$ cat config.mk
export PLATFORM = sky130hd
export DESIGN_NAME = acq_peak_search
export DESIGN_NICKNAME = d
export VERILOG_FILES = /design/src/rtl/acq_peak_search.sv
export SDC_FILE = /design/constraint.sdc
export NUM_CORES = 1
export LEC_CHECK = 0
export CORE_ASPECT_RATIO = 1.25
export CORE_MARGIN = 2
export CORE_UTILIZATION = 40
export CTS_BUF_LIST = sky130_fd_sc_hd__clkbuf_2 sky130_fd_sc_hd__clkbuf_4 sky130_fd_sc_hd__clkbuf_8
export CTS_CLUSTER_SIZE = 10
export DETAILED_ROUTE_END_ITERATION = 8
export PLACE_DENSITY_LB_ADDON = 0.3
export SLEW_MARGIN = 20
export SYNTH_ARGS = -nofsm -noshare
export SYNTH_HDL_FRONTEND = slang
export SYNTH_SLANG_ARGS = --single-unit
$ cat constraint.sdc
create_clock -name clk -period 4.9 [get_ports clk]
set_clock_uncertainty 0.1 [all_clocks]
set_input_delay 0.49 -clock clk [delete_from_list [all_inputs] [get_ports clk]]
set_output_delay 0.49 -clock clk [all_outputs]
set_load 0.03 [all_outputs]
$ cat src/rtl/acq_peak_search.sv
// acq_peak_search: keeps the three largest non-coherent sums of a search
// round with their bins, plus a saturating noise sum and exceed count.
//
// Ports:
//   clk, rst_b           clock, asynchronous active-low reset
//   start                one-cycle pulse: clear results, begin a round
//   data_valid, data_in  non-coherent sum stream (510 = saturated)
//   exceed_in            overflow flag, one cycle ahead of its sample
//   cor_index            code-phase bin of data_in
//   freq_index           frequency bin of data_in
//   last                 final sample of the round (qualified by data_valid)
//   peakN_amp/peakN_idx  top three peaks, descending, idx = {freq, cor}
//   noise_sum            saturating sum of accepted samples
//   exceed_cnt           saturating count of flagged accepted samples
//   busy                 round in progress
//   done                 one-cycle pulse, results final
module acq_peak_search #(
    parameter int COR_W   = 11,
    parameter int FREQ_W  = 5,
    parameter int NOISE_W = 24
) (
    input  logic                      clk,
    input  logic                      rst_b,
    input  logic                      start,
    input  logic                      data_valid,
    input  logic [8:0]                data_in,
    input  logic                      exceed_in,
    input  logic [COR_W-1:0]          cor_index,
    input  logic [FREQ_W-1:0]         freq_index,
    input  logic                      last,
    output logic [8:0]                peak1_amp,
    output logic [8:0]                peak2_amp,
    output logic [8:0]                peak3_amp,
    output logic [FREQ_W+COR_W-1:0]   peak1_idx,
    output logic [FREQ_W+COR_W-1:0]   peak2_idx,
    output logic [FREQ_W+COR_W-1:0]   peak3_idx,
    output logic [NOISE_W-1:0]        noise_sum,
    output logic [7:0]                exceed_cnt,
    output logic                      busy,
    output logic                      done
);

    localparam int IDX_W = FREQ_W + COR_W;

    typedef enum logic [1:0] {
        IDLE,
        SEARCH,
        FINISH
    } state_t;

    state_t state;

    // Flag arrives one cycle before its sample, so line it up here.
    logic exceed_d;

    logic [IDX_W-1:0] new_idx;
    logic             gt1;
    logic             gt2;
    logic             gt3;

    // One extra bit catches the carry out for saturation.
    logic [NOISE_W:0]   noise_add;
    logic [NOISE_W-1:0] noise_next;
    logic [7:0]         exceed_next;

    always_comb begin
        new_idx = {freq_index, cor_index};
        // Strict compare: on a tie the earlier bin stays ahead.
        gt1 = data_in > peak1_amp;
        gt2 = data_in > peak2_amp;
        gt3 = data_in > peak3_amp;
    end

    always_comb begin
        noise_add = {1'b0, noise_sum}
                  + {{(NOISE_W - 8){1'b0}}, data_in};
        if (noise_add[NOISE_W]) begin
            noise_next = '1;
        end else begin
            noise_next = noise_add[NOISE_W-1:0];
        end
    end

    always_comb begin
        exceed_next = exceed_cnt;
        if (exceed_d && exceed_cnt != 8'hFF) begin
            exceed_next = exceed_cnt + 8'd1;
        end
    end

    always_ff @(posedge clk or negedge rst_b) begin
        if (!rst_b) begin
            exceed_d <= 1'b0;
        end else begin
            exceed_d <= exceed_in;
        end
    end

    always_ff @(posedge clk or negedge rst_b) begin
        if (!rst_b) begin
            state      <= IDLE;
            peak1_amp  <= '0;
            peak2_amp  <= '0;
            peak3_amp  <= '0;
            peak1_idx  <= '0;
            peak2_idx  <= '0;
            peak3_idx  <= '0;
            noise_sum  <= '0;
            exceed_cnt <= '0;
            busy       <= 1'b0;
            done       <= 1'b0;
        end else begin
            done <= 1'b0;
            if (start) begin
                // Start overrides everything, including a sample
                // presented in the same cycle.
                state      <= SEARCH;
                peak1_amp  <= '0;
                peak2_amp  <= '0;
                peak3_amp  <= '0;
                peak1_idx  <= '0;
                peak2_idx  <= '0;
                peak3_idx  <= '0;
                noise_sum  <= '0;
                exceed_cnt <= '0;
                busy       <= 1'b1;
            end else begin
                unique case (state)
                    IDLE: begin
                        state <= IDLE;
                    end
                    SEARCH: begin
                        if (data_valid) begin
                            if (gt1) begin
                                peak3_amp <= peak2_amp;
                                peak3_idx <= peak2_idx;
                                peak2_amp <= peak1_amp;
                                peak2_idx <= peak1_idx;
                                peak1_amp <= data_in;
                                peak1_idx <= new_idx;
                            end else if (gt2) begin
                                peak3_amp <= peak2_amp;
                                peak3_idx <= peak2_idx;
                                peak2_amp <= data_in;
                                peak2_idx <= new_idx;
                            end else if (gt3) begin
                                peak3_amp <= data_in;
                                peak3_idx <= new_idx;
                            end
                            noise_sum  <= noise_next;
                            exceed_cnt <= exceed_next;
                            if (last) begin
                                state <= FINISH;
                                busy  <= 1'b0;
                                done  <= 1'b1;
                            end
                        end
                    end
                    FINISH: begin
                        state <= IDLE;
                    end
                    default: begin
                        state <= IDLE;
                        busy  <= 1'b0;
                    end
                endcase
            end
        end
    end

endmodule

# [Word-level counts from Yosys, hierarchy flattened]
# Cells that the tools add are included.
[totals] register_bits=112 latch_bits=0 ram_bits=0 mem_bits_ro=0 inputBits=31 out_inout_bits=109 word_cells=89 n_memories=0
[op_classes] addsub=2 n_mul=0 div=0 magnitude_cmp=3 n_eq_ne=6 shift=0 muxes=50 bitwise=0 n_reduce_logical=16
[ops] op="$mux 16" count=15
[ops] op="$mux 9" count=15
[ops] op="$mux 24" count=4
[ops] op="$mux 8" count=4
[ops] op="$gt 9x9->1" count=3
[ops] op="$add 24x9->25" count=1
[ops] op="$reduce_and 3->1" count=5
[ops] op="$add 8x1->8 const B" count=1
[ops] op="$mux 2" count=4
[ops] op="$ne 8x8->1 const B" count=1
[ops] op="$reduce_bool 2->1" count=4
[ops] op="$mux 1" count=7
[ops] op="$ne 3x3->1 const B" count=2
[ops] op="$reduce_and 2->1" count=2
[ops] op="$reduce_bool 4->1" count=1
[ops] op="$reduce_bool 3->1" count=1
[ops] op="$eq 2x1->1 const B" count=1
[ops] op="$eq 2x2->1 const B" count=1
[ops] op="$logic_not 2->1" count=1
[ops] op="$ne 2x1->1 const B" count=1
[ops] op="$pmux 1 s2" count=1
[ops] op="$reduce_or 2->1" count=1
[ops] op="$logic_and 1x1->1" count=1

# [Depth between registers and ports, before layout]
# Gate-level depths: netlist (run 1).
[depth] depth_word=7 mapped_depth=10 depth_no_buf=8

# [Worst setup path after synthesis (run 1)]
# OpenSTA, ideal clock, no wires.
[synth_path] path_kind="reg-to-reg" startpoint="register noise_sum[0]" endpoint="register noise_sum[2]" setup_ps=146 arrival_time_ps=2363 t_required_ps=4654 slack_ps=2291 path_stages_with_launch=9 path_buffers=0 cell_sequence="dfrtp_1 ha_1 fa_1 a21o_1 a21oi_1 o21a_1 nor3_2 nor2_1 a211oi_1"
[synth_between] elab_chain_cells=5
[synth_rtl] item="start: declaration" line_no="37" rtl="output logic [NOISE_W-1:0] noise_sum,"
[synth_rtl] item="start signal: assignment" line_no="150" rtl="noise_sum <= noise_next;"
[synth_rtl] item="$add 24x9->25" line_no="76" rtl="+ {{(NOISE_W - 8){1'b0}}, data_in};"
[synth_rtl] item="$mux 24" line_no="77" rtl="if (noise_add[NOISE_W]) begin"
[synth_rtl] item="$mux 24" line_no="133" rtl="if (data_valid) begin"
[synth_rtl] item="$mux 24" line_no="128" rtl="unique case (state)"
[synth_rtl] item="$mux 24" line_no="114" rtl="if (start) begin"
# Every way passes these cells. The select of a mux whose other input is x is not followed.
# A chain may end at the register's enable or synchronous reset.

# [Worst setup path after layout (run 1)]
[layout_path] startpoint="input data_in[8]" endpoint="register peak2_idx[12]"
[layout_between] elab_chain_cells=5 word_cells_on_any_way=8 cone_classes="order compare: 2; mux: 4; reduce/logical: 2"
[layout_rtl] item="start: declaration" line_no="26" rtl="input logic [8:0] data_in,"
[layout_rtl] item="$gt 9x9->1" line_no="69" rtl="gt1 = data_in > peak1_amp;"
[layout_rtl] item="$mux 16" line_no="134" rtl="if (gt1) begin"
[layout_rtl] item="$mux 16" line_no="133"
[layout_rtl] item="$mux 16" line_no="128"
[layout_rtl] item="$mux 16" line_no="114"
[layout_rtl] item="end signal: assignment" line_no="138" rtl="peak2_idx <= peak1_idx;"
[layout_rtl] item="end signal: assignment" line_no="145" rtl="peak2_idx <= new_idx;"
[layout_rtl] item="end: declaration" line_no="35" rtl="output logic [FREQ_W+COR_W-1:0] peak2_idx,"
# Several ways; a longest one is shown, not always the timed one. The select of a mux whose other input is x is not followed.

==> run metrics, run 1 <==
syn avg cell area=9.631 µm²; Post-CTS Resized=0; asr flop ratio synth=100.0%; DP Worst Slack=1071 ps; Final setup violation count=0; Crit-path slowest cell=clkdlybuf4s50_1; number of synthesized flops with an enable pin=0; hold depth=1; Critical R2R Capture=peak2_idx[12]$_DFFE_PN0P_; Final WS setup=1387 ps; CTS Sinks=112; ANT nets after route=0; Worst Hold Path EP=busy$_DFFE_PN0P_; TritonCTS Buffers=9; Lkg Pwr=3.300 nW; crit path capture type=flop; PwrDens=between 300 and 400 nW/µm²; ant diodes=0; worst slew pin tran=1067 ps; Synth Instances=684; DR WL/cell=slightly below 20 µm; Hold Crit Class=reg2reg; RSZ-0062 raised after global routing=false; crit-path max FO=60; Synth top area share=42.55%; Final Cycle Share=71.69%; critical path class=in2reg; CP Data Arrival Time=3700 ps; worst reg-to-reg setup slack=approximately 1700 ps; Max VDD drop=144.6 µV; first-pass GRT wire length=32.19 mm; Setup TNS=0 ps; site row count=52; crit path buf inv count=2; share of cells above drive strength 1=under 10%; Hold Startpoint=busy$_DFFE_PN0P_; Vias/cell=5.867; Yosys reg bits=112; Max Cap Viol=0; H-tree depth=3; IO Pins=140; synthesized cell area=6588 µm²; commonest register cell after synthesis=dfrtp_1; Clk Latency, worst-skew pair=390 ps; syn nets=753; Hold Vio Cnt, Final=0; sequential-to-total area share from yosys stat=42.55%; Ys Warns=0; Port Buffer Count=roughly 140; Worst R2R Path Depth=9; Post-Route WL=between 20 and 25 mm; final max-slew violation count=0; vias in the first global route=6,080; top cell family by delay on the critical path=compound AO/OA/AOI/OAI gates; clk buf depth=2; outcome=finished clean; Final nets=866; Overflow after GRT=0; Critical Path Max Stage Delay=approximately 640 ps; DR iter-0 viols=392; largest net degree at the start of global routing=76; core footprint=between 15,000 and 20,000 µm²; DIE AREA=~18,000 µm²; Reg clk slew, reported paths=110 ps; Vias=5,973; Worst slew margin=a little under 30%; cell taking the most area after synthesis=dfrtp_1; top cells by count, synth=112 x dfrtp_1, 70 x nand2_1, 69 x nor2_1; gr usage total=22.84%; drc violations=0; Area contributors post-synth=dfrtp_1 43%, ha_1 7.0%, mux2i_1 4.7%, a311oi_2 4.6%, nand2_1 4.0%; Final min period=3513 ps; TritonCTS clock tree=yes; Initial Util=40.83%; Post-DP HPWL=about 14 mm; GPL Wtd Cong=0.9013; CTS Root Cell=clkbuf_8; R2R Path Start=peak1_amp[8]$_DFFE_PN0P_; Yosys cell types=56; antenna violations before repair=0; Area Overhead vs Synth=26.36%; fmax=284.7 MHz; Pre-antenna DRT Iters=4; ordered cell list for the critical path=clkdlybuf4s50_1 -> ha_1 -> nand4_1 -> a211oi_1 -> a211oi_2 -> o22ai_4 -> buf_4 -> a21oi_1 -> a311oi_2; Post-CTS Setup Bufs=0; Hold Slack=414.0 ps; Worst Setup Start Kind=input pin; Crit path required time=5090 ps; most common cell in the synthesized netlist=dfrtp_1; Die Width=118.8 µm; Die Y-Extent=147.5 µm
cells in the final DEF, fill, tap and decap left out, types with 2 or more instances in the layout:
master           synthesis  final
o21a_1                   3      3
ha_1                    37     37
xor2_1                   7      7
dfrtp_1                112    112
nor2_2                   1      2
a21o_1                   3      3
nand2_1                 70     70
o221ai_1                24     24
a31oi_1                  2      2
a311oi_2                20     20
inv_1                   30     30
buf_4                    8     10
nor2_1                  69     68
and2_1                   7      7
and4_1                   6      6
xnor2_1                  7      7
o21bai_1                 3      3
clkdlybuf4s50_1          0    137
a211oi_1                16     16
nand4_1                  9      9
o21ai_1                 10     10
clkbuf_8                 0     11
nand3_1                  6      6
o21ai_0                 24     24
and3_1                   6      6
nor3_2                   2      2
a41oi_1                  2      2
nor4_1                   3      3
a211oi_2                 3      3
mux2i_1                 31     31
a311oi_1                 7      7
nor3_1                  13     13
a21oi_1                 43     43
nor2b_1                 18     18
o22ai_1                 24     24
sequential cells by signal, summed over array words and instances, names as in the netlist:
register    flops
peak1_amp       9
noise_sum      24
peak2_idx      16
peak3_idx      16
peak2_amp       9
done            1
exceed_cnt      8
busy            1
peak1_idx      16
state           2
peak3_amp       9
exceed_d        1
kinds of logic (layout without fill, tap and decap cells):
group           Yosys count  in the layout  synth area share [%]
mux                      31             31                 4.710
xor+xnor                 14             14                 1.861
compound gates          192            192                 21.88
buf+inv                  77            195                 5.394
simple gates            220            220                 16.28
fa+ha+maj                38             38                 7.331
flops                   112            112                 42.55
per-layer routing:
metal | global-route usage [%] | wire length (µm) | vias to the layer above
li1 | - | - | 2725
met1 | 28.14 | 8159 | 2947
met2 | 39.45 | 10110 | 260
met3 | 2.971 | 1112 | 41
met4 | 11.07 | 660 | 0
met5 | 0 | 0 | -
final cells by class:
type                    count  area [µm²]
flip-flops and latches    112        2803
fillers                  1552        7811
clock inverters             5       62.56
inverters                  30       112.6
repair buffers            149        1484
well taps                 216       270.3
clock buffers              11       151.4
multi-input cells         495        3441
worst max-delay path by stage:
stage               depth (start not counted)  slack [ps]                         to                startpoint
detailed placement                          9        1070  peak2_idx[15]$_DFFE_PN0P_                data_in[8]
global route                                9        1220   peak2_amp[6]$_DFFE_PN0P_                data_in[8]
floorplan                                   8        2290   noise_sum[2]$_DFFE_PN0P_  noise_sum[0]$_DFFE_PN0P_
CTS                                         9        1460   peak2_idx[2]$_DFFE_PN0P_                data_in[8]
global placement                            9        1240   peak2_amp[5]$_DFFE_PN0P_                data_in[5]
finish                                      9        1390  peak2_idx[12]$_DFFE_PN0P_                data_in[8]
worst register-to-register path, stage by stage, from the launching register on:
cell      delay (ps)
dfrtp_1          450
inv_1             90
ha_1             330
nand4_1          170
a211oi_1         300
a211oi_2         150
o22ai_4          420
buf_4            570
a21oi_1          200
a311oi_2         300
metrics by stage:
step                      util (%)  total power, mW  std cells  instance area (µm²)
after global routing         51.59            2.737       1018                 8324
after detailed placement     50.03            2.004       1000                 8073
final                        51.59            2.605       1018                 8324
after floorplan                  -            1.660        684                 6588
after CTS                    51.36            2.612       1016                 8287
after global placement       50.03            1.981       1000                 8073
where the power goes:
group	switching (mW)	leakage, nW	internal (mW)
sequential	0.0816	1.50	1.01
combinational	0.561	1.69	0.351
clock	0.337	0.108	0.269
total	0.979	3.30	1.63
repair_timing:
item	in CTS	in global routing
endpoints found under the hold margin	0	23
endpoints found under the setup margin	0	0
hold buffers	0	1
Note: power is estimated with default switching activity, not from simulation.
==> inputs of run 2 (changes only) <==
==> constraint.sdc (replaced) <==
create_clock -name clk -period 3.2 [get_ports clk]
set_clock_uncertainty 0.1 [all_clocks]
set_input_delay 0.32 -clock clk [delete_from_list [all_inputs] [get_ports clk]]
set_output_delay 0.32 -clock clk [all_outputs]
set_load 0.03 [all_outputs]
==> run metrics, run 2 (synthesis results as in run 1) <==
outcome=finished clean; Port Buffer Count=139; ant diodes=0; TritonCTS Buffers=9; share of cells above drive strength 1=around 10%; H-tree depth=3; Final nets=~900; Hold Vio Cnt, Final=0; most frequent cells in the layout=137 x clkdlybuf4s50_1, 112 x dfrtp_1, 70 x nand2_1; largest net degree at the start of global routing=71; Non-Filler Instances=1,039; Hold Crit Class=in2reg; Crit path required time=3390 ps; largest reg by FF count=noise_sum; core footprint=16,140 µm²; max reg flops=24; cell total after placement=1,023; CTS Root Cell=clkbuf_8; crit path buf inv count=2; crit-path max FO=70; GPL Wtd Cong=0.8438; Worst Setup Start Kind=input pin; Multi-input gate area=3441 µm²; Vias/cell=5.777; gr usage total=22.33%; Area Overhead vs Synth=29.52%; ANT nets after route=0; Setup TNS=0 ps; antenna violations before repair=0; Initial Util=40.83%; register area=around 2800 µm²; Pre-antenna DRT Iters=5; ordered cell list for the critical path=clkdlybuf4s50_1 -> ha_1 -> nand4_1 -> a211oi_1 -> a211oi_2 -> o22ai_4 -> buf_12 -> a21oi_1 -> a311oi_2; RSZ-0062 raised after global routing=false; critical path class=in2reg; CP Data Arrival Time=around 2900 ps; final max-slew violation count=0; Hold Slack=132.2 ps; worst slew pin tran=between 800 and 900 ps; CTS Sinks=112; Clk Latency, worst-skew pair=390 ps; Post-DP HPWL=about 14 mm; Die Y-Extent=147.5 µm; Crit-path slowest cell=clkdlybuf4s50_1; DIE AREA=approximately 18,000 µm²; Final min period=roughly 2700 ps; Final Cycle Share=83.77%; Max VDD drop=256.6 µV; IO Pins=140; PwrDens=469.4 nW/µm²; first-pass GRT wire length=between 30 and 40 mm; Die Width=118.8 µm; Final setup violation count=0; Layout fillers=1,536; Pwr Total=between 4 and 5 mW; DR iter-0 viols=between 300 and 400; Overflow after GRT=0; crit path capture type=flop; vias in the first global route=around 6,200; Post-Route WL=roughly 19 mm; commonest non-fill, non-tap cell in the layout=clkdlybuf4s50_1; top cell family by delay on the critical path=compound AO/OA/AOI/OAI gates; Vias=6,002; DR WL/cell=18.73 µm; Lkg Pwr=~3.4 nW; drc violations=0; fmax=approximately 370 MHz; clk buf depth=2; Reg clk slew, reported paths=100 ps; Critical Path Max Stage Delay=approximately 600 ps; site row count=52; TritonCTS clock tree=yes; Worst slew margin=42.12%; Max Cap Viol=0
## run 2: final cells by class
class,count,share of cell area [%]
Clock buffer,9,1.452
Clock inverter,6,0.9092
Inverter,30,1.320
Multi-Input combinational cell,495,40.33
Sequential cell,112,32.85
Tap cell,216,3.168
Timing Repair Buffer,171,19.97
## run 2: worst paths after layout
check,cells after the start,slack (ps),to,startpoint
worst max-delay path,9,520,peak2_idx[11]$_DFFE_PN0P_,data_in[5]
worst min-delay path,2,130,peak2_idx[12]$_DFFE_PN0P_,start
worst max register to register,8,550,noise_sum[11]$_DFFE_PN0P_,noise_sum[0]$_DFFE_PN0P_
worst min register to register,1,430,busy$_DFFE_PN0P_,busy$_DFFE_PN0P_
max in group asynchronous,3,1770,noise_sum[2]$_DFFE_PN0P_,rst_b
min in group asynchronous,2,450,peak1_idx[3]$_DFFE_PN0P_,rst_b
## run 2: timing repair
item | CTS | global route
hold buffers | 1 | 0
setup buffers | 0 | 0
endpoints found under the hold margin | 64 | 0
gates resized for setup | 0 | 0
## run 2: power breakdown
| part | internal [mW] | total [mW] | switching [mW] |
|---|---|---|---|
| clock network | 0.374 | 0.905 | 0.531 |
| logic | 0.583 | 1.44 | 0.860 |
| registers | 1.54 | 1.66 | 0.118 |
## run 2: routing by layer
metal / GRT usage (%) / vias to the layer above / wire length [µm]
met3: 3.858 / 33 / 1009
met1: 27.13 / 2993 / 7958
met4: 9.524 / 0 / 631
li1: - / 2773 / -
met2: 38.97 / 203 / 9866
met5: 0 / - / 0
## run 2: per-stage QoR
step                cell area [µm²]  worst slack (ps)  util (%)
floorplan                      6588             591.2         -
global placement               8320             206.4     51.57
detailed placement             8320             125.2     51.57
CTS                            8532             539.1     52.88
global route                   8532             381.7     52.88
finish                         8532             519.3     52.88
## run 2: worst reg2reg max path, stage by stage (launching register included)
cell,delay [ps]
dfrtp_1,420
ha_1,230
fa_1,420
a21o_1,190
a21oi_1,320
o21a_1,330
nor3_2,130
nor4bb_1,300
nor3_1,90
==> inputs of run 3 (changes only) <==
==> constraint.sdc (replaced) <==
create_clock -name clk -period 2.6 [get_ports clk]
set_clock_uncertainty 0.1 [all_clocks]
set_input_delay 0.26 -clock clk [delete_from_list [all_inputs] [get_ports clk]]
set_output_delay 0.26 -clock clk [all_outputs]
set_load 0.03 [all_outputs]
==> run metrics, run 3 (synthesis results as in run 1) <==
Critical Path Max Stage Delay=540 ps; Crit path required time=2800 ps; clock network fraction of total power=between 20% and 30%; antenna violations before repair=0; core footprint=16,140 µm²; Worst R2R Path Depth=9; Crit-path slowest cell=or4_1; ordered cell list for the critical path=clkdlybuf4s50_1 -> buf_4 -> ha_1 -> a21oi_1 -> a21oi_1 -> nor2_1 -> or4_1 -> buf_4 -> mux2i_1 -> a211oi_2; Vias=6,243; Reg clk slew, reported paths=100 ps; Switching Share=37.63%; R2R Path Start=peak3_amp[4]$_DFFE_PN0P_; Final setup violation count=0; DIE AREA=17,520 µm²; final max-slew violation count=0; site row count=52; Final min period=2518 ps; Pwr Total=5.018 mW; worst reg-to-reg setup slack=90 ps; critical path class=in2reg; hold depth=2; Lkg Pwr=roughly 3.7 nW; DR WL/cell=19.11 µm; Layout fillers=1,464; gr usage total=24.04%; Hold Startpoint=start; H-tree depth=3; Clk Latency, worst-skew pair=400 ps; largest net degree at the start of global routing=73; Final nets=938; largest reg by FF count=noise_sum; Internal Dissipation=3.130 mW; fmax=397.2 MHz; Worst Setup Start Kind=input pin; Port Buffer Count=139; IO Pins=140; PwrDens=557.8 nW/µm²; first-pass GRT wire length=33.87 mm; drc violations=0; Max VDD drop=between 200 and 300 µV; Hold Crit Class=in2reg; TritonCTS clock tree=yes; Initial Util=40.83%; commonest non-fill, non-tap cell in the layout=clkdlybuf4s50_1; Final Cycle Share=96.83%; Die Width=118.8 µm; Logic pwr share=38.7%; Hold Vio Cnt, Final=0; outcome=finished clean; crit path capture type=flop; Area Overhead vs Synth=36.56%; DR iter-0 viols=436; Final WS setup=82.32 ps; DP Worst Slack=-447.3 ps; CP Data Arrival Time=approximately 2700 ps; Worst Hold Path EP=exceed_cnt[0]$_DFFE_PN0P_; most frequent cells in the layout=134 x clkdlybuf4s50_1, 111 x dfrtp_1, 73 x buf_4; worst slew pin tran=750.8 ps; Post-DP HPWL=14.59 mm; ant diodes=0; Sequential Power Share=40.5%; Post-Route WL=20.83 mm; vias in the first global route=6,523; max reg flops=24; CTS Sinks=112; Die Y-Extent=about 150 µm; sw power=approximately 1.9 mW; Max Cap Viol=0; Critical R2R Capture=peak3_idx[14]$_DFFE_PN0P_; crit-path max FO=9; Pre-antenna DRT Iters=5; Overflow after GRT=0; ANT nets after route=0; Worst slew margin=49.95%; CTS Root Cell=clkbuf_8; clk buf depth=2; Vias/cell=5.728; share of cells above drive strength 1=roughly 16%; TritonCTS Buffers=9; GPL Wtd Cong=0.9105
run 3: worst max-delay path by stage:
stage | cells past startpoint | slack (ps) | end | start
2_1_floorplan | 8 | 70 | noise_sum[11]$_DFFE_PN0P_ | noise_sum[0]$_DFFE_PN0P_
3_3_place_gp | 10 | -420 | peak1_amp[4]$_DFFE_PN0P_ | data_in[7]
3_5_place_dp | 9 | -450 | peak3_idx[14]$_DFFE_PN0P_ | data_in[7]
4_1_cts | 9 | -20 | peak3_idx[14]$_DFFE_PN0P_ | peak1_amp[3]$_DFFE_PN0P_
5_1_grt | 8 | -8 | peak2_amp[0]$_DFFE_PN0P_ | peak2_amp[2]$_DFFE_PN0P_
6_report | 10 | 80 | peak3_idx[14]$_DFFE_PN0P_ | data_in[2]
run 3: cell type report:
cell class | instances | area (µm²) | share of cell area, %
Clock inverter | 4 | 28.78 | 0.3199
Timing Repair Buffer | 221 | 2125 | 23.62
Multi-Input combinational cell | 495 | 3497 | 38.87
Clock buffer | 12 | 158.9 | 1.766
Inverter | 30 | 112.6 | 1.252
Sequential cell | 112 | 2804 | 31.17
Tap cell | 216 | 270.3 | 3.004
run 3: per-layer routing:
metal | vias up | global-route usage [%] | part of all wire (%)
met5 | - | 0 | 0
met4 | 0 | 11.49 | 3.4
met3 | 47 | 3.819 | 5.9
met2 | 237 | 40.11 | 49
met1 | 3089 | 30.47 | 42
li1 | 2870 | - | -
run 3: worst max-delay path: cells and delay by family:
family	cells	cell delay (ps)
multiplexers	1	140
adder cells (fa/ha/maj)	1	320
buffers and inverters	3	870
AO/OA/AOI/OAI	3	480
AND/OR/NAND/NOR	2	630
run 3: through the flow:
step           setup TNS, ps  cell area, µm²  std cells  util [%]  hold WS (ps)
6_report                   0            8996       1090     55.75         31.31
3_3_place_gp          -27880            8691       1067     53.86         206.4
5_1_grt               -9.093            8996       1090     55.75         35.48
4_1_cts               -18.03            8907       1086     55.20         18.25
3_5_place_dp          -31070            8691       1067     53.86         217.0
2_1_floorplan              0            6590        684         -        -135.6
run 3: power by group through the flow:
stage          Clock, mW  Sequential (mW)  Combinational [mW]
3_3_place_gp           0             2.06                1.85
5_1_grt             1.14             2.05                2.08
6_report            1.04             2.03                1.94
4_1_cts             1.06             2.03                1.92
3_5_place_dp           0             2.06                1.90
2_1_floorplan          0             2.33               0.796
run 3: repair_timing:
action / 4_1_cts / 5_1_grt
hold buffers: 1 / 0
endpoints found under the hold margin: 112 / 0
resized for setup: 2 / 15
pin swaps: 1 / 5
endpoints found under the setup margin: 6 / 71
setup buffers: 2 / 4
==> patch 1: new RTL, settings of run 2 <==
`NOISE_W`: 24 -> 32.
--- a/src/rtl/acq_peak_search.sv
+++ b/src/rtl/acq_peak_search.sv
@@ -17,7 +17,7 @@
 module acq_peak_search #(
     parameter int COR_W   = 11,
     parameter int FREQ_W  = 5,
-    parameter int NOISE_W = 24
+    parameter int NOISE_W = 32
 ) (
     input  logic                      clk,
     input  logic                      rst_b,
Interface: changed (resized noise_sum); port bits go from 140 to 148. No check against the original RTL was run, so the function may have changed too.
==> patch 1 against run 2 <==
Sequential cell count up 8. Utilization up 2.7 points. Routed wire length down 6.6%. Worst setup slack worse by 0.26 ns. Total power up 16%. Sequential power up 6%. Register-to-register slack worse by 0.29 ns. Clock power up 59%. Non-clock buffer count up 28. Area after synthesis up 2.5%. Final area up 8.3%. Critical path depth up 2. Critical path type is now reg2reg. Largest cell class unchanged. Sequential share of layout area down 0.36 points.
==> patch 1: results <==
export IMPL_drtIter0Drc=327
export IMPL_drive_gt1_frac=0.1121
export IMPL_numCtsBuffers=17
export IMPL_slew_headroom=0.3128
export IMPL_worstSkewPairLatency_ns=0.44
export IMPL_clockRootBuffer="clkbuf_8"
export IMPL_grt_use_total=0.2105
export IMPL_wirelength_met1_mm=7.650
export IMPL_ys_top_cells_by_area="dfrtp_1 (44%), mux2i_1 (12%), ha_1 (6.9%)"
export IMPL_grt_pass1_wl_mm=29.72
export IMPL_synth_warnings=0
export IMPL_grtUsageMet3=0.05237
export IMPL_post_cts_buffers=0
export IMPL_via_count=5679
export IMPL_hp_class="in2reg"
export IMPL_nFillCells=1479
export IMPL_use_met1=0.2505
export IMPL_critPathSlowestCell="a2111oi_4"
export IMPL_cellLeakagePower_nw=4.224
export IMPL_place_area_um2=8818
export IMPL_cts_resized=0
export IMPL_htree_levels=4
export IMPL_vdd_ir_drop_max_v=0.0001944
export IMPL_first_pass_iters=5
export IMPL_grt_pass1_vias=5823
export IMPL_yosysSeqAreaShare=0.4448
export IMPL_global_route_usage_met2=0.3699
export IMPL_grt_antenna_before_repair=0
export IMPL_crit_family="compound AO/OA/AOI/OAI gates"
export IMPL_port_buffers=147
export IMPL_synthTopCellsByCount="dfrtp_1 (120), nor2_1 (93), mux2i_1 (78), nand2_1 (47), ha_1 (37)"
export IMPL_largest_register_ffs=32
export IMPL_clk_pin_slew_worst_paths_ns=0.07
export IMPL_synth_cell_types=54
export IMPL_status="finished clean"
export IMPL_ys_async_sr_fraction=1.000
export IMPL_met2WireLength_mm=9.278
export IMPL_holdPathStages=2
export IMPL_met3_length_um=958
export IMPL_top_layer="met4"
export IMPL_drc=0
export IMPL_routabilityCongestion=0.8216
export IMPL_top_register="noise_sum"
export IMPL_critPathArrivalTime_ns=3.15
export IMPL_synth_fp_nets=737
export IMPL_place_hpwl_mm=13.21
export IMPL_holdBufCountCts=1
export IMPL_wirelength_mm=18.17
export IMPL_num_nets_final=922
export IMPL_clock_path_buffers=2
export IMPL_crit_path_max_incr_delay_ns=0.46
export IMPL_diodes=0
export IMPL_worstPathMaxFanout=14
export IMPL_reg2regPathDepth=11
export IMPL_grt_max_degree=59
-- patch 1: cell count changes after synthesis, sizes merged, moves of 9 or more --
| cell | before | now |
|---|---|---|
| mux2i | 31 | 78 |
| o31ai | 0 | 27 |
| a21oi | 43 | 17 |
| mux2 | 0 | 25 |
| o21ai | 34 | 9 |
| a311oi | 27 | 3 |
| nand2 | 70 | 47 |
| nor2 | 70 | 93 |
| o221ai | 24 | 1 |
| o22ai | 25 | 10 |
| nor2b | 18 | 4 |
| buf | 24 | 12 |
| a211oi | 19 | 8 |
| nand3 | 6 | 15 |
-- patch 1: path summary, 6_finish.rpt --
path	end	from	slack, ns
worst max-delay path	peak3_idx[14]	peak1_amp[2]	0.26
worst min-delay path	exceed_cnt[1]	start	0.15
worst max register to register	peak3_idx[14]	peak1_amp[2]	0.26
worst min register to register	peak3_idx[13]	peak3_idx[13]	0.39
max in group asynchronous	peak1_idx[1]	rst_b	1.94
min in group asynchronous	peak3_idx[11]	rst_b	0.28
-- patch 1: kinds of logic (layout without fill, tap and decap cells) --
group | after synthesis | in the layout | share of synthesized area
AND/OR/NAND/NOR | 210 | 210 | 0.1405
XOR/XNOR | 16 | 16 | 0.02076
multiplexers | 103 | 103 | 0.1573
AO/OA/AOI/OAI | 117 | 117 | 0.1279
adder cells (fa/ha/maj) | 38 | 38 | 0.07153
flip-flops | 120 | 120 | 0.4448
buffers and inverters | 64 | 261 | 0.03725
-- patch 1: power breakdown --
part	internal, mW	switching [mW]
logic	0.643	0.808
clock network	0.817	0.626
registers	1.65	0.113
total	3.11	1.55
-- patch 1: stage by stage --
step / std cells / setup WS, ns / setup TNS (ns)
after floorplan: 668 / 0.1854 / 0
after global routing: 1085 / 0.03729 / 0
final: 1085 / 0.2598 / 0
after global placement: 1053 / -0.09544 / -3.658
after detailed placement: 1053 / -0.1137 / -3.940
after CTS: 1085 / 0.2361 / 0
-- patch 1: worst register-to-register path: stages, from the launching register on --
cell,delay (ns)
dfrtp_1,0.42
inv_1,0.06
ha_1,0.28
a21o_1,0.16
a21o_1,0.20
a2111oi_4,0.46
buf_4,0.19
o22ai_4,0.09
a21oi_4,0.21
o21ai_2,0.13
buf_12,0.20
mux2_1,0.33
-- patch 1: area by class of cell --
class | count | area [um2] | area share
clock buffer | 20 | 269.0 | 0.02910
clock inverter | 11 | 146.4 | 0.01584
inverter | 31 | 116.4 | 0.01259
multi-input combinational | 484 | 3525 | 0.3813
sequential | 120 | 3003 | 0.3249
tap | 220 | 275.3 | 0.02978
timing repair buffer | 199 | 1909 | 0.2066
==> patch 2: new RTL, config.mk and constraints of run 2 <==
Without the edit above. Register the input `data_in` before use. The logic sees it one clock later. The other inputs are not delayed to match.
--- a/src/rtl/acq_peak_search.sv
+++ b/src/rtl/acq_peak_search.sv
@@ -48,6 +48,12 @@
         FINISH
     } state_t;
 
+    logic [8:0] data_q;
+
+    always_ff @(posedge clk) begin
+        data_q <= data_in;
+    end
+
     state_t state;
 
     // Flag arrives one cycle before its sample, so line it up here.
@@ -66,14 +72,14 @@
     always_comb begin
         new_idx = {freq_index, cor_index};
         // Strict compare: on a tie the earlier bin stays ahead.
-        gt1 = data_in > peak1_amp;
-        gt2 = data_in > peak2_amp;
-        gt3 = data_in > peak3_amp;
+        gt1 = data_q > peak1_amp;
+        gt2 = data_q > peak2_amp;
+        gt3 = data_q > peak3_amp;
     end
 
     always_comb begin
         noise_add = {1'b0, noise_sum}
-                  + {{(NOISE_W - 8){1'b0}}, data_in};
+                  + {{(NOISE_W - 8){1'b0}}, data_q};
         if (noise_add[NOISE_W]) begin
             noise_next = '1;
         end else begin
@@ -136,15 +142,15 @@
                                 peak3_idx <= peak2_idx;
                                 peak2_amp <= peak1_amp;
                                 peak2_idx <= peak1_idx;
-                                peak1_amp <= data_in;
+                                peak1_amp <= data_q;
                                 peak1_idx <= new_idx;
                             end else if (gt2) begin
                                 peak3_amp <= peak2_amp;
                                 peak3_idx <= peak2_idx;
-                                peak2_amp <= data_in;
+                                peak2_amp <= data_q;
                                 peak2_idx <= new_idx;
                             end else if (gt3) begin
-                                peak3_amp <= data_in;
+                                peak3_amp <= data_q;
                                 peak3_idx <= new_idx;
                             end
                             noise_sum  <= noise_next;
Formal check against the unedited RTL: not equivalent (a bounded check fails within 4 cycles, from zero or initial values and one cycle with rst_b low).
==> patch 2 against run 2 <==
First-iteration DRC count fell by 45%. Non-clock buffer count fell by 11. Routed wire length fell by 14%. Area after synthesis fell by 2.0%. Clock power rose by 58%. Register-to-register slack got worse by 0.29 ns. Final area rose by 1.1%. Maximum frequency fell by 8.9%. Count of clock-buffer cells in the layout rose by 12. Worst setup slack got worse by 0.26 ns. Total power rose by 13%. Global-route usage fell by 2.2 points. Sequential cell count rose by 9.
==> patch 2: results <==
export IMPL_worstPathMaxFanout=50
export IMPL_utilization=0.5493
export IMPL_drive_gt1_frac=0.08451
export IMPL_numCtsBuffers=17
export IMPL_power_frac_clock=0.317
export IMPL_grt_pass1_wl_mm=27.74
export IMPL_pwr_share_comb=0.290
export IMPL_r2r_end="peak2_amp[6]"
export IMPL_via_per_inst=5.240
export IMPL_grt_pass1_vias=5404
export IMPL_min_to="peak1_idx[6]"
export IMPL_multi_input_area_share=0.3796
export IMPL_ys_top_cells_by_area="dfrtp_1 (43%), mux2i_1 (12%), ha_1 (7.2%)"
export IMPL_flops_and_latches=121
export IMPL_r2r_start="data_q[2]"
export IMPL_seqCellArea_um2=2983
export IMPL_first_pass_iters=4
export IMPL_yosysSeqAreaShare=0.4620
export IMPL_grt_max_degree=51
export IMPL_grt_use_total=0.2012
export IMPL_power_density_nw_per_um2=524.7
export IMPL_critPathSlowestCell="dfxtp_1"
export IMPL_reg2regPathDepth=9
export IMPL_routabilityCongestion=0.8804
export IMPL_htree_levels=4
export IMPL_n_clock_buffer=21
export IMPL_wirelength_mm=16.75
export IMPL_buf_share=0.1822
export IMPL_critPathArrivalTime_ns=3.18
export IMPL_status="finished clean"
export IMPL_crit_path_max_incr_delay_ns=0.49
export IMPL_clk_pin_slew_worst_paths_ns=0.07
export IMPL_synth_fp_nets=690
export IMPL_synth_cells=621
export IMPL_synth_cell_types=48
export IMPL_final_clk_cell_share=0.04846
export IMPL_nFillCells=1426
export IMPL_place_area_um2=8195
export IMPL_drtIter0Drc=200
export IMPL_num_nets_final=837
export IMPL_synthesis_area_um2=6456
export IMPL_fin_cells=993
export IMPL_tightest_slew_ns=0.6690
export IMPL_p_switching_mw=1.485
export IMPL_cellLeakagePower_nw=3.895
export IMPL_layout_comb_gates_multi_input=438
export IMPL_worstSkewPairLatency_ns=0.45
export IMPL_buffers=160
-- patch 2: worst max path at each step --
stage               slack, ns           end  cells after the start          from
finish                   0.26  peak2_amp[6]                      9     data_q[2]
global route            0.009  peak2_amp[6]                      9     data_q[8]
CTS                      0.24  peak2_amp[6]                      9     data_q[2]
detailed placement       0.26  peak2_amp[6]                      9     data_q[2]
global placement         0.34  peak3_idx[7]                      9     data_q[2]
floorplan                0.16  peak3_amp[0]                     11  peak1_amp[2]
-- patch 2: logic make-up (layout without fill, tap and decap cells) --
family,after synthesis,count (layout),synth area share
AO/OA/AOI/OAI,98,98,0.1114
XOR/XNOR,14,14,0.01899
buffers and inverters,62,222,0.03779
AND/OR/NAND/NOR,183,183,0.1273
flip-flops,121,121,0.4620
adder cells (fa/ha/maj),38,38,0.07481
multiplexers,105,105,0.1676
-- patch 2: routing by layer --
metal  wire [um]  global-route usage  vias up
li1            -                   -     2503
met4         365             0.07892        0
met5           0                   0        -
met3         782             0.04492       21
met1        7022              0.2364     2544
met2        8574              0.3564      135
